File: src/rtl/bht_pkg.sv
// Shared types and helpers for the branch history table.
// Saturating counter math is done on a fixed wide word so any CTR_BITS up to CTR_W_MAX fits.
package bht_pkg;
  localparam logic [6:0] OPC_BRANCH = 7'b1100011;
  localparam int CTR_W_MAX = 16;

  typedef enum logic {INIT, RUN} bht_state_e;

  function automatic logic [CTR_W_MAX-1:0] sat_update(
    input logic [CTR_W_MAX-1:0] ctr,
    input logic                 taken,
    input int unsigned          bits
  );
    logic [CTR_W_MAX-1:0] top;
    top = CTR_W_MAX'((33'd1 << bits) - 33'd1);
    if (taken) begin
      sat_update = (ctr >= top) ? top : ctr + CTR_W_MAX'(1);
    end else begin
      sat_update = (ctr == '0) ? ctr : ctr - CTR_W_MAX'(1);
    end
  endfunction
endpackage

File: src/rtl/bht_predictor_if.sv
// Lookup/update/status bundle between fetch+execute (master) and the predictor (slave).
// Same-cycle combinational lookup, no back-pressure on updates.
interface bht_predictor_if #(
  parameter int IDX_W  = 6,
  parameter int MISS_W = 16
);
  logic [31:0]       lookup_pc;
  logic [31:0]       Instruction_code;
  logic              Prediction;
  logic [IDX_W-1:0]  lookup_ghr;
  logic              update_valid;
  logic [31:0]       update_pc;
  logic              update_taken;
  logic              update_pred;
  logic [IDX_W-1:0]  update_ghr;
  logic              ready;
  logic [MISS_W-1:0] miss_count;

  modport master (
    output lookup_pc, Instruction_code, update_valid, update_pc,
           update_taken, update_pred, update_ghr,
    input  Prediction, lookup_ghr, ready, miss_count
  );

  modport slave (
    input  lookup_pc, Instruction_code, update_valid, update_pc,
           update_taken, update_pred, update_ghr,
    output Prediction, lookup_ghr, ready, miss_count
  );
endinterface

File: src/rtl/bht_sat_ctr_bank.sv
// Counter storage: one write port (init value or saturating update) and one async read port.
// The write port reads its own entry internally, so update and lookup never contend.
module bht_sat_ctr_bank
  import bht_pkg::*;
#(
  parameter int ENTRIES  = 64,
  parameter int CTR_BITS = 2,
  localparam int IDX_W   = $clog2(ENTRIES)
) (
  input  logic                clk,
  input  logic                wr_en,
  input  logic                wr_init,
  input  logic [IDX_W-1:0]    wr_idx,
  input  logic                wr_taken,
  input  logic [IDX_W-1:0]    rd_idx,
  output logic [CTR_BITS-1:0] rd_ctr
);
  localparam logic [CTR_BITS-1:0] WT = CTR_BITS'(1 << (CTR_BITS - 1));

  logic [CTR_BITS-1:0]  mem [ENTRIES];
  logic [CTR_W_MAX-1:0] upd_wide;

  assign upd_wide = sat_update(CTR_W_MAX'(mem[wr_idx]), wr_taken, CTR_BITS);

  always_ff @(posedge clk) begin
    if (wr_en) begin
      mem[wr_idx] <= wr_init ? WT : upd_wide[CTR_BITS-1:0];
    end
  end

  assign rd_ctr = mem[rd_idx];
endmodule

File: src/rtl/bht_predictor.sv
// Branch history table with post-reset init walk and saturating mispredict counter.
// Optional gshare indexing via macro BHT_GSHARE_EN.
module bht_predictor
  import bht_pkg::*;
#(
  parameter int ENTRIES  = 64,
  parameter int CTR_BITS = 2,
  parameter int MISS_W   = 16,
  localparam int IDX_W   = $clog2(ENTRIES)
) (
  input logic            clk,
  input logic            reset,
  bht_predictor_if.slave bus
);
  bht_state_e          state_q, state_d;
  logic [IDX_W-1:0]    init_idx_q, init_idx_d;
  logic [MISS_W-1:0]   miss_q;
  logic                run_upd;
  logic                wr_en, wr_init;
  logic [IDX_W-1:0]    wr_idx, lookup_idx, update_idx;
  logic [CTR_BITS-1:0] rd_ctr;

`ifdef BHT_GSHARE_EN
  logic [IDX_W-1:0] ghr_q;

  always_ff @(posedge clk) begin
    if (reset) begin
      ghr_q <= '0;
    end else if (run_upd) begin
      ghr_q <= IDX_W'({ghr_q, bus.update_taken});
    end
  end

  assign lookup_idx     = bus.lookup_pc[IDX_W+1:2] ^ ghr_q;
  assign update_idx     = bus.update_pc[IDX_W+1:2] ^ bus.update_ghr;
  assign bus.lookup_ghr = ghr_q;
`else
  assign lookup_idx     = bus.lookup_pc[IDX_W+1:2];
  assign update_idx     = bus.update_pc[IDX_W+1:2];
  assign bus.lookup_ghr = '0;
`endif

  assign run_upd = (state_q == RUN) && bus.update_valid;

  always_ff @(posedge clk) begin
    if (reset) begin
      state_q    <= INIT;
      init_idx_q <= '0;
      miss_q     <= '0;
    end else begin
      state_q    <= state_d;
      init_idx_q <= init_idx_d;
      if (run_upd && (bus.update_pred != bus.update_taken) && !(&miss_q)) begin
        miss_q <= miss_q + MISS_W'(1);
      end
    end
  end

  always_comb begin
    state_d    = state_q;
    init_idx_d = init_idx_q;
    wr_en      = 1'b0;
    wr_init    = 1'b0;
    wr_idx     = update_idx;
    bus.ready  = 1'b0;
    case (state_q)
      INIT: begin
        wr_en      = 1'b1;
        wr_init    = 1'b1;
        wr_idx     = init_idx_q;
        init_idx_d = init_idx_q + IDX_W'(1);
        if (init_idx_q == IDX_W'(ENTRIES - 1)) begin
          state_d = RUN;
        end
      end
      RUN: begin
        bus.ready = 1'b1;
        wr_en     = bus.update_valid;
      end
      default: state_d = INIT;
    endcase
  end

  bht_sat_ctr_bank #(
    .ENTRIES  (ENTRIES),
    .CTR_BITS (CTR_BITS)
  ) u_bank (
    .clk      (clk),
    .wr_en    (wr_en),
    .wr_init  (wr_init),
    .wr_idx   (wr_idx),
    .wr_taken (bus.update_taken),
    .rd_idx   (lookup_idx),
    .rd_ctr   (rd_ctr)
  );

  assign bus.Prediction = rd_ctr[CTR_BITS-1] & (bus.Instruction_code[6:0] == OPC_BRANCH) & bus.ready;
  assign bus.miss_count = miss_q;
endmodule
File: src/flat_wrapper.sv
// flat-port wrapper written by rule: the top's interface ports become plain ports
module bht_predictor_flat import bht_pkg::*;
#(
  parameter int ENTRIES  = 64,
  parameter int CTR_BITS = 2,
  parameter int MISS_W   = 16,
  localparam int IDX_W   = $clog2(ENTRIES)
)
  (clk, reset, bus_lookup_pc, bus_Instruction_code, bus_update_valid, bus_update_pc, bus_update_taken, bus_update_pred, bus_update_ghr, bus_Prediction, bus_lookup_ghr, bus_ready, bus_miss_count);
  bht_predictor_if #(.MISS_W(MISS_W)) bus_i ();
  input logic clk;
  input logic reset;
  input wire logic [$bits(bus_i.lookup_pc)-1:0] bus_lookup_pc;
  input wire logic [$bits(bus_i.Instruction_code)-1:0] bus_Instruction_code;
  input wire logic [$bits(bus_i.update_valid)-1:0] bus_update_valid;
  input wire logic [$bits(bus_i.update_pc)-1:0] bus_update_pc;
  input wire logic [$bits(bus_i.update_taken)-1:0] bus_update_taken;
  input wire logic [$bits(bus_i.update_pred)-1:0] bus_update_pred;
  input wire logic [$bits(bus_i.update_ghr)-1:0] bus_update_ghr;
  output wire logic [$bits(bus_i.Prediction)-1:0] bus_Prediction;
  output wire logic [$bits(bus_i.lookup_ghr)-1:0] bus_lookup_ghr;
  output wire logic [$bits(bus_i.ready)-1:0] bus_ready;
  output wire logic [$bits(bus_i.miss_count)-1:0] bus_miss_count;
  assign bus_i.lookup_pc = bus_lookup_pc;
  assign bus_i.Instruction_code = bus_Instruction_code;
  assign bus_i.update_valid = bus_update_valid;
  assign bus_i.update_pc = bus_update_pc;
  assign bus_i.update_taken = bus_update_taken;
  assign bus_i.update_pred = bus_update_pred;
  assign bus_i.update_ghr = bus_update_ghr;
  assign bus_Prediction = bus_i.Prediction;
  assign bus_lookup_ghr = bus_i.lookup_ghr;
  assign bus_ready = bus_i.ready;
  assign bus_miss_count = bus_i.miss_count;
  bht_predictor #(.ENTRIES(ENTRIES), .CTR_BITS(CTR_BITS), .MISS_W(MISS_W)) u_core (.clk(clk), .reset(reset), .bus(bus_i));
endmodule
File: config.mk
export PLATFORM = sky130hd
export DESIGN_NAME = bht_predictor_flat
export DESIGN_NICKNAME = d
export VERILOG_FILES = /design/src/rtl/bht_pkg.sv /design/src/rtl/bht_predictor_if.sv /design/src/rtl/bht_sat_ctr_bank.sv /design/src/rtl/bht_predictor.sv /design/src/flat_wrapper.sv
export SDC_FILE = /design/constraint.sdc
export NUM_CORES = 1
export LEC_CHECK = 0
export BUFFER_PORTS_ARGS = -buffer_cell sky130_fd_sc_hd__buf_4
export CORE_ASPECT_RATIO = 1.25
export CORE_MARGIN = 3
export CORE_UTILIZATION = 55
export DETAILED_ROUTE_END_ITERATION = 7
export PLACE_DENSITY_LB_ADDON = 0.08
export SETUP_SLACK_MARGIN = 0.4
export SYNTH_ARGS = -nofsm -noshare
export SYNTH_HDL_FRONTEND = slang
export SYNTH_SLANG_ARGS = --single-unit
File: constraint.sdc
create_clock -name clk -period 7.8 [get_ports clk]
set_clock_uncertainty 0.15 [all_clocks]
set_input_delay 0.78 -clock clk [delete_from_list [all_inputs] [get_ports clk]]
set_output_delay 0.78 -clock clk [all_outputs]
set_load 0.05 [all_outputs]
# == After elaboration in Yosys (flattened, before gate mapping) ==
# Memory sizes are Yosys's and may differ from the RTL's.
# Index checks and enable logic that the tools add are counted.
# op_classes
add_sub_neg,4
n_lt_le_gt_ge,1
eq_ne,3
mux,11
n_bitwise,3
reduce_logical,6
# op_table
cell,count
$add A16 B1 Y16 const B,1
$reduce_and A16 Y1,1
$mux W2,4
$eq A7 B7 Y1 const B,1
$add A6 B1 Y6 const B,1
$eq A6 B6 Y1 const B,1
$mux W6,1
$mux W1,5
$logic_and A1 B1 Y1,3
$add A2 B1 Y2 const B,1
$and A1 B1 Y1,2
$ge A2 B2 Y1 const B,1
$logic_not A2 Y1,1
$pmux W1 S2,1
$sub A2 B1 Y2 const B,1
$logic_not A1 Y1,1
$ne A1 B1 Y1,1
$not A1 Y1,1
# word_totals
ff_bits,23
ram_bits,128
output_inout_bits,24
elab_cells,32
memories,1
# mem_list
name,words,word_bits,rd,rd_ports_with_merged_regs,write_ports,line_no,text
u_core.u_bank.mem,64,2,2,0,1,bht_sat_ctr_bank.sv:20,logic [CTR_BITS-1:0] mem [ENTRIES];

# == Logic depth before layout (Yosys ltp) ==
# An unclocked memory read counts as a cell.
# logic_depth
ltp_word,6
mapped_depth,10
ltp_nobuf,8

# == By module ==
# A second synthesis with hierarchy kept.
# hier_totals
hier_cells,573
hier_area_um2,7706.1
# by_module_without_submodules
mod,instances,cells_per_inst,area_per_inst_um2
bht_sat_ctr_bank,1,420,6419.9
bht_predictor,1,153,1286.2

# == Worst setup path after synthesis ==
# OpenSTA, ideal clock, no wires.
# synth_path
kind,input port to flip-flop
start,in bus_update_pc[3]
end,mem u_core.u_bank.mem[0][0] (data pin)
setup_time_ns,0.553
arrival_time_ns,4.217
required_time_ns,7.097
setup_slack_ns,2.880
stages,10
cell_sequence,buf_2 and3b_1 clkbuf_1 or2_2 buf_2 a222oi_1 a21bo_2 and4_1 a31oi_1 o22ai_1
# synth_via
elab_chain_len,6
elab_cells_between_ends,10
cone_classes,2 x add/sub; 1 x order compare; 5 x mux; 1 x reduce/logical; 1 x memory
# synth_rtl
element,line_no,text
start: declaration,flat_wrapper.sv:16,input wire logic [$bits(bus_i.update_pc)-1:0] bus_update_pc;
$mux W6 (*),bht_predictor.sv:66,case (state_q)
$mem_v2 Z64 W2 (*),n/a,
"$sub A2 B1 Y2, or another cell as far along",bht_pkg.sv:19,sat_update = (ctr == '0) ? ctr : ctr - CTR_W_MAX'(1);
$mux W2 (on tied branches),"bht_pkg.sv:19, bht_pkg.sv:17",
$mux W2 (*),bht_pkg.sv:16,if (taken) begin
$mux W2 (*),bht_sat_ctr_bank.sv:27,mem[wr_idx] <= wr_init ? WT : upd_wide[CTR_BITS-1:0];
end: declaration,bht_sat_ctr_bank.sv:20,
# Every way passes the cells marked *; elsewhere a longest branch is shown, timed or not.

# == Worst setup path after layout ==
# layout_path
start,reg u_core.state_q
end,mem u_core.u_bank.mem[5][0] (data pin)
# layout_via
elab_chain_len,6
elab_cells_between_ends,10
cone_classes,2 x add/sub; 1 x order compare; 5 x mux; 1 x reduce/logical; 1 x memory
# layout_rtl
element,line_no,text
start: declaration,bht_predictor.sv:15,"bht_state_e state_q, state_d;"
start signal: assignment,bht_predictor.sv:51,state_q <= state_d;
$mux W6,bht_predictor.sv:66,
$mem_v2 Z64 W2,n/a,
"$sub A2 B1 Y2, or another cell as far along",bht_pkg.sv:19,
$mux W2 (on tied branches),"bht_pkg.sv:19, bht_pkg.sv:17",
$mux W2,bht_pkg.sv:16,
$mux W2 (*),bht_sat_ctr_bank.sv:27,
# Marked as above.

==> key figures <==
Setup path
  – Worst Path Arrival: between 4 and 5 ns
  – Slowest CP cell: nor2_1
  – Slowest stage delay, CP: just under 0.9 ns
  – Worst path cell trace: buf_4 > nor3b_1 > nor2_1 > a21oi_1 > o41ai_1 > and4_1 > nand4_1 > o22ai_4 > buf_4
  – Worst setup path endpoint: u_core.u_bank.mem[5][0]$_DFFE_PP_
  – Kind of critical path: flop to flop
  – End of the worst register-to-register path: u_core.u_bank.mem[5][0]$_DFFE_PP_
  – Reg2Reg Depth: 9
  – Crit path from: u_core.state_q$_SDFF_PP0_
  – Crit. path cell count: 9
  – Critical Path Start Type: flop
  – CP max FO: 36
  – CP dominant cell by count: buf_4
  – FF-to-FF Start: u_core.state_q$_SDFF_PP0_
  – CP Capture Type: flop
  – Required @ worst endpoint: approximately 8 ns
  – Delay-heaviest family, CP: simple AND/OR/NAND/NOR gates
  – Buf+Inv Stages, Crit Path: 2
  – R2R setup slack: between 3 and 4 ns

Cells and area
  – Core Util, Final: 0.644
  – Ant diodes: 0
  – Final non-filler cell total: 795
  – Most frequent cells in the layout: 128 x edfxtp_1, 99 x nor2_1, 49 x buf_4
  – # fillers: approximately 980
  – Most common cell after layout, fill and taps aside: edfxtp_1
  – Nets: between 700 and 800
  – P&R area growth vs syn: 14.3%
  – Share of cells above drive strength 1: 0.183

Clock network
  – Clk sinks: 151
  – Hold_buf cts: 0
  – Worst-path clk slew: 0.06 ns
  – Cts repair resizes: 0
  – Setup bufs post-CTS: 0
  – Num CTS Buffers: 17
  – Worst-Skew Late Latency: approximately 0.43 ns
  – Clock Tree Buf Depth: 2
  – CTS tree: done
  – Htree depth: 4
  – Root Driver: clkbuf_16

STA
  – Final setup fails: 0
  – Headroom to the max-slew limit: 0.266
  – Slew Viols, Final: 0
  – Setup TNS: 0 ns
  – Min Tclk post-route: ~4.4 ns
  – Final hold violations: 0
  – Period Utilization, post-route: 0.563
  – Max Clock Freq: 228 MHz
  – Hold Slack: around 0.35 ns
  – Worst-Margin Slew: 1.10 ns
  – RSZ-0062 raised after global routing: no

Power
  – Leak Pwr: between 2 and 3 nW
  – Pwr Total: around 0.0018 W
  – Max VDD drop: 169 uV
  – Cell Pwr Density: ~220 nW/um^2

Detailed routing
  – DR vias/cell: around 6.4
  – Routed wire length: between 15 and 20 mm
  – Drc violations: 0
  – Via Count: approximately 5000
  – WL/cell: 23.9 um
  – Routed Antenna Nets: 0
  – DR iter-0 viols: roughly 600
  – DRT Pass-1 Iters: 7

Placed design
  – Final HPWL DP: around 13 mm
  – Number of I/O port buffers: a little over 40
  – GPL Wtd Cong: 0.849
  – Placed Instances: 763

Min path
  – HP Class: flop to flop
  – Hold path depth: 2

GRT
  – Remaining Overflow, GRT: 0
  – Largest net degree at the start of global routing: between 40 and 50
  – First-pass GRT wire length: around 28 mm
  – Total global routing track utilization: 0.275
  – Initial antenna violation count: 0
  – Number of global-route vias before repair: 4980

Synth
  – Top FF cell, synth: edfxtp_1
  – #FFs+latches synth: 151
  – Ys Warns: 0
  – Cell count after synthesis: between 500 and 600
  – Synthesized area per cell: approximately 12 um^2
  – Post-synthesis sequential area ratio: 0.601
  – Mapped cell area: about 7200 um^2
  – Post-synth EDFFs: between 100 and 150
  – Post-synth cell types: around 60
  – Async SR Flop Fraction: 0

Floorplan
  – Chip height: 134 um
  – Initial Util: 0.563
  – Core Footprint: approximately 13000 um^2
  – Die X: between 100 and 150 um
  – Row cnt: 46
  – I/O pin cnt: between 100 and 150
  – Die area: roughly 14000 um^2

Job
  – Maxcap violations: 0

Run status
  – Status: complete, no violations
worst min-delay path by stage:
| stage | start | to |
|---|---|---|
| floorplan | u_core.init_idx_q[3]$_SDFFE_PP0N_ | u_core.state_q$_SDFF_PP0_ |
| global placement | u_core.bus.miss_count[1]$_SDFFE_PP0P_ | u_core.bus.miss_count[1]$_SDFFE_PP0P_ |
| detailed placement | u_core.bus.miss_count[1]$_SDFFE_PP0P_ | u_core.bus.miss_count[1]$_SDFFE_PP0P_ |
| CTS | u_core.bus.miss_count[1]$_SDFFE_PP0P_ | u_core.bus.miss_count[1]$_SDFFE_PP0P_ |
| global route | u_core.bus.miss_count[1]$_SDFFE_PP0P_ | u_core.bus.miss_count[1]$_SDFFE_PP0P_ |
| finish | u_core.bus.miss_count[1]$_SDFFE_PP0P_ | u_core.bus.miss_count[1]$_SDFFE_PP0P_ |
state kept, by name, indices dropped and copies added, names as in the netlist:
register and count:
u_core.u_bank.mem 128, u_core.bus.miss_count 16, u_core.init_idx_q 6, u_core.state_q 1
worst reg2reg max path, stage by stage (launching register included):
cell     delay (ns)
dfxtp_1        0.30
buf_4          0.35
nor3b_1        0.19
nor2_1         0.87
a21oi_1        0.13
o41ai_1        0.61
and4_1         0.32
nand4_1        0.15
o22ai_4        0.60
buf_4          0.49
metal layers:
layer / share of wire / track usage / vias up / wire length [um]
li1: - / - / 2271 / -
met2: 0.48 / 0.430 / 308 / 9080
met1: 0.36 / 0.342 / 2456 / 6910
met4: 0.057 / 0.165 / 0 / 1070
met3: 0.10 / 0.0737 / 73 / 1910
met5: 0 / 0 / - / 0
synthesized netlist by cell type, types with 3 or more instances:
master | n | share of area
a21oi_1 | 15 | 0.010
a222oi_1 | 4 | 0.0056
a22oi_1 | 7 | 0.0073
and3_1 | 6 | 0.0052
and3b_1 | 4 | 0.0049
buf_2 | 14 | 0.0098
buf_4 | 7 | 0.0073
clkbuf_1 | 11 | 0.0058
dfxtp_1 | 23 | 0.064
edfxtp_1 | 128 | 0.54
inv_1 | 6 | 0.0031
mux2_2 | 7 | 0.011
mux2i_1 | 32 | 0.045
mux4_2 | 21 | 0.066
nand2_1 | 42 | 0.022
nand3_1 | 9 | 0.0063
nand4_1 | 11 | 0.0096
nor2_1 | 99 | 0.052
nor2b_1 | 3 | 0.0026
nor3_1 | 7 | 0.0049
nor3b_1 | 6 | 0.0063
o21ai_0 | 24 | 0.017
o21bai_1 | 4 | 0.0042
o22ai_1 | 15 | 0.013
or2_2 | 4 | 0.0035
xnor2_1 | 4 | 0.0049
xor2_1 | 16 | 0.020
stage by stage:
step | setup slack [ns] | area (um^2)
floorplan | 2.88 | 7180
global placement | 3.16 | 7600
detailed placement | 3.16 | 7600
CTS | 3.47 | 8190
global route | 3.20 | 8190
finish | 3.41 | 8190
cell type report:
class	count	area (um^2)	area share
clock inverters	13	156	0.0191
multi-input cells	389	2690	0.329
well taps	168	210	0.0257
clock buffers	19	433	0.0529
flip-flops and latches	151	4300	0.526
repair buffers	49	368	0.0449
inverters	6	22.5	0.00275
power by group:
part | switching, W | total, W | internal (W)
Clock | 0.000316 | 0.000816 | 0.000500
Combinational | 0.0000915 | 0.000142 | 0.0000500
Sequential | 0.00000568 | 0.000873 | 0.000867
Total | 0.000413 | 0.00183 | 0.00142
cell families after synthesis:
logic type	count (synthesis)	synth area share
AOI/OAI and AO/OA	99	0.0924
buffers and inverters	40	0.0281
other	1	0.000524
adders and majority gates	2	0.00349
and+or+nand+nor	202	0.128
DFF	151	0.601
muxes	60	0.122
xor gates and xnor gates	20	0.0245
Power figures use the tool's default switching activity.
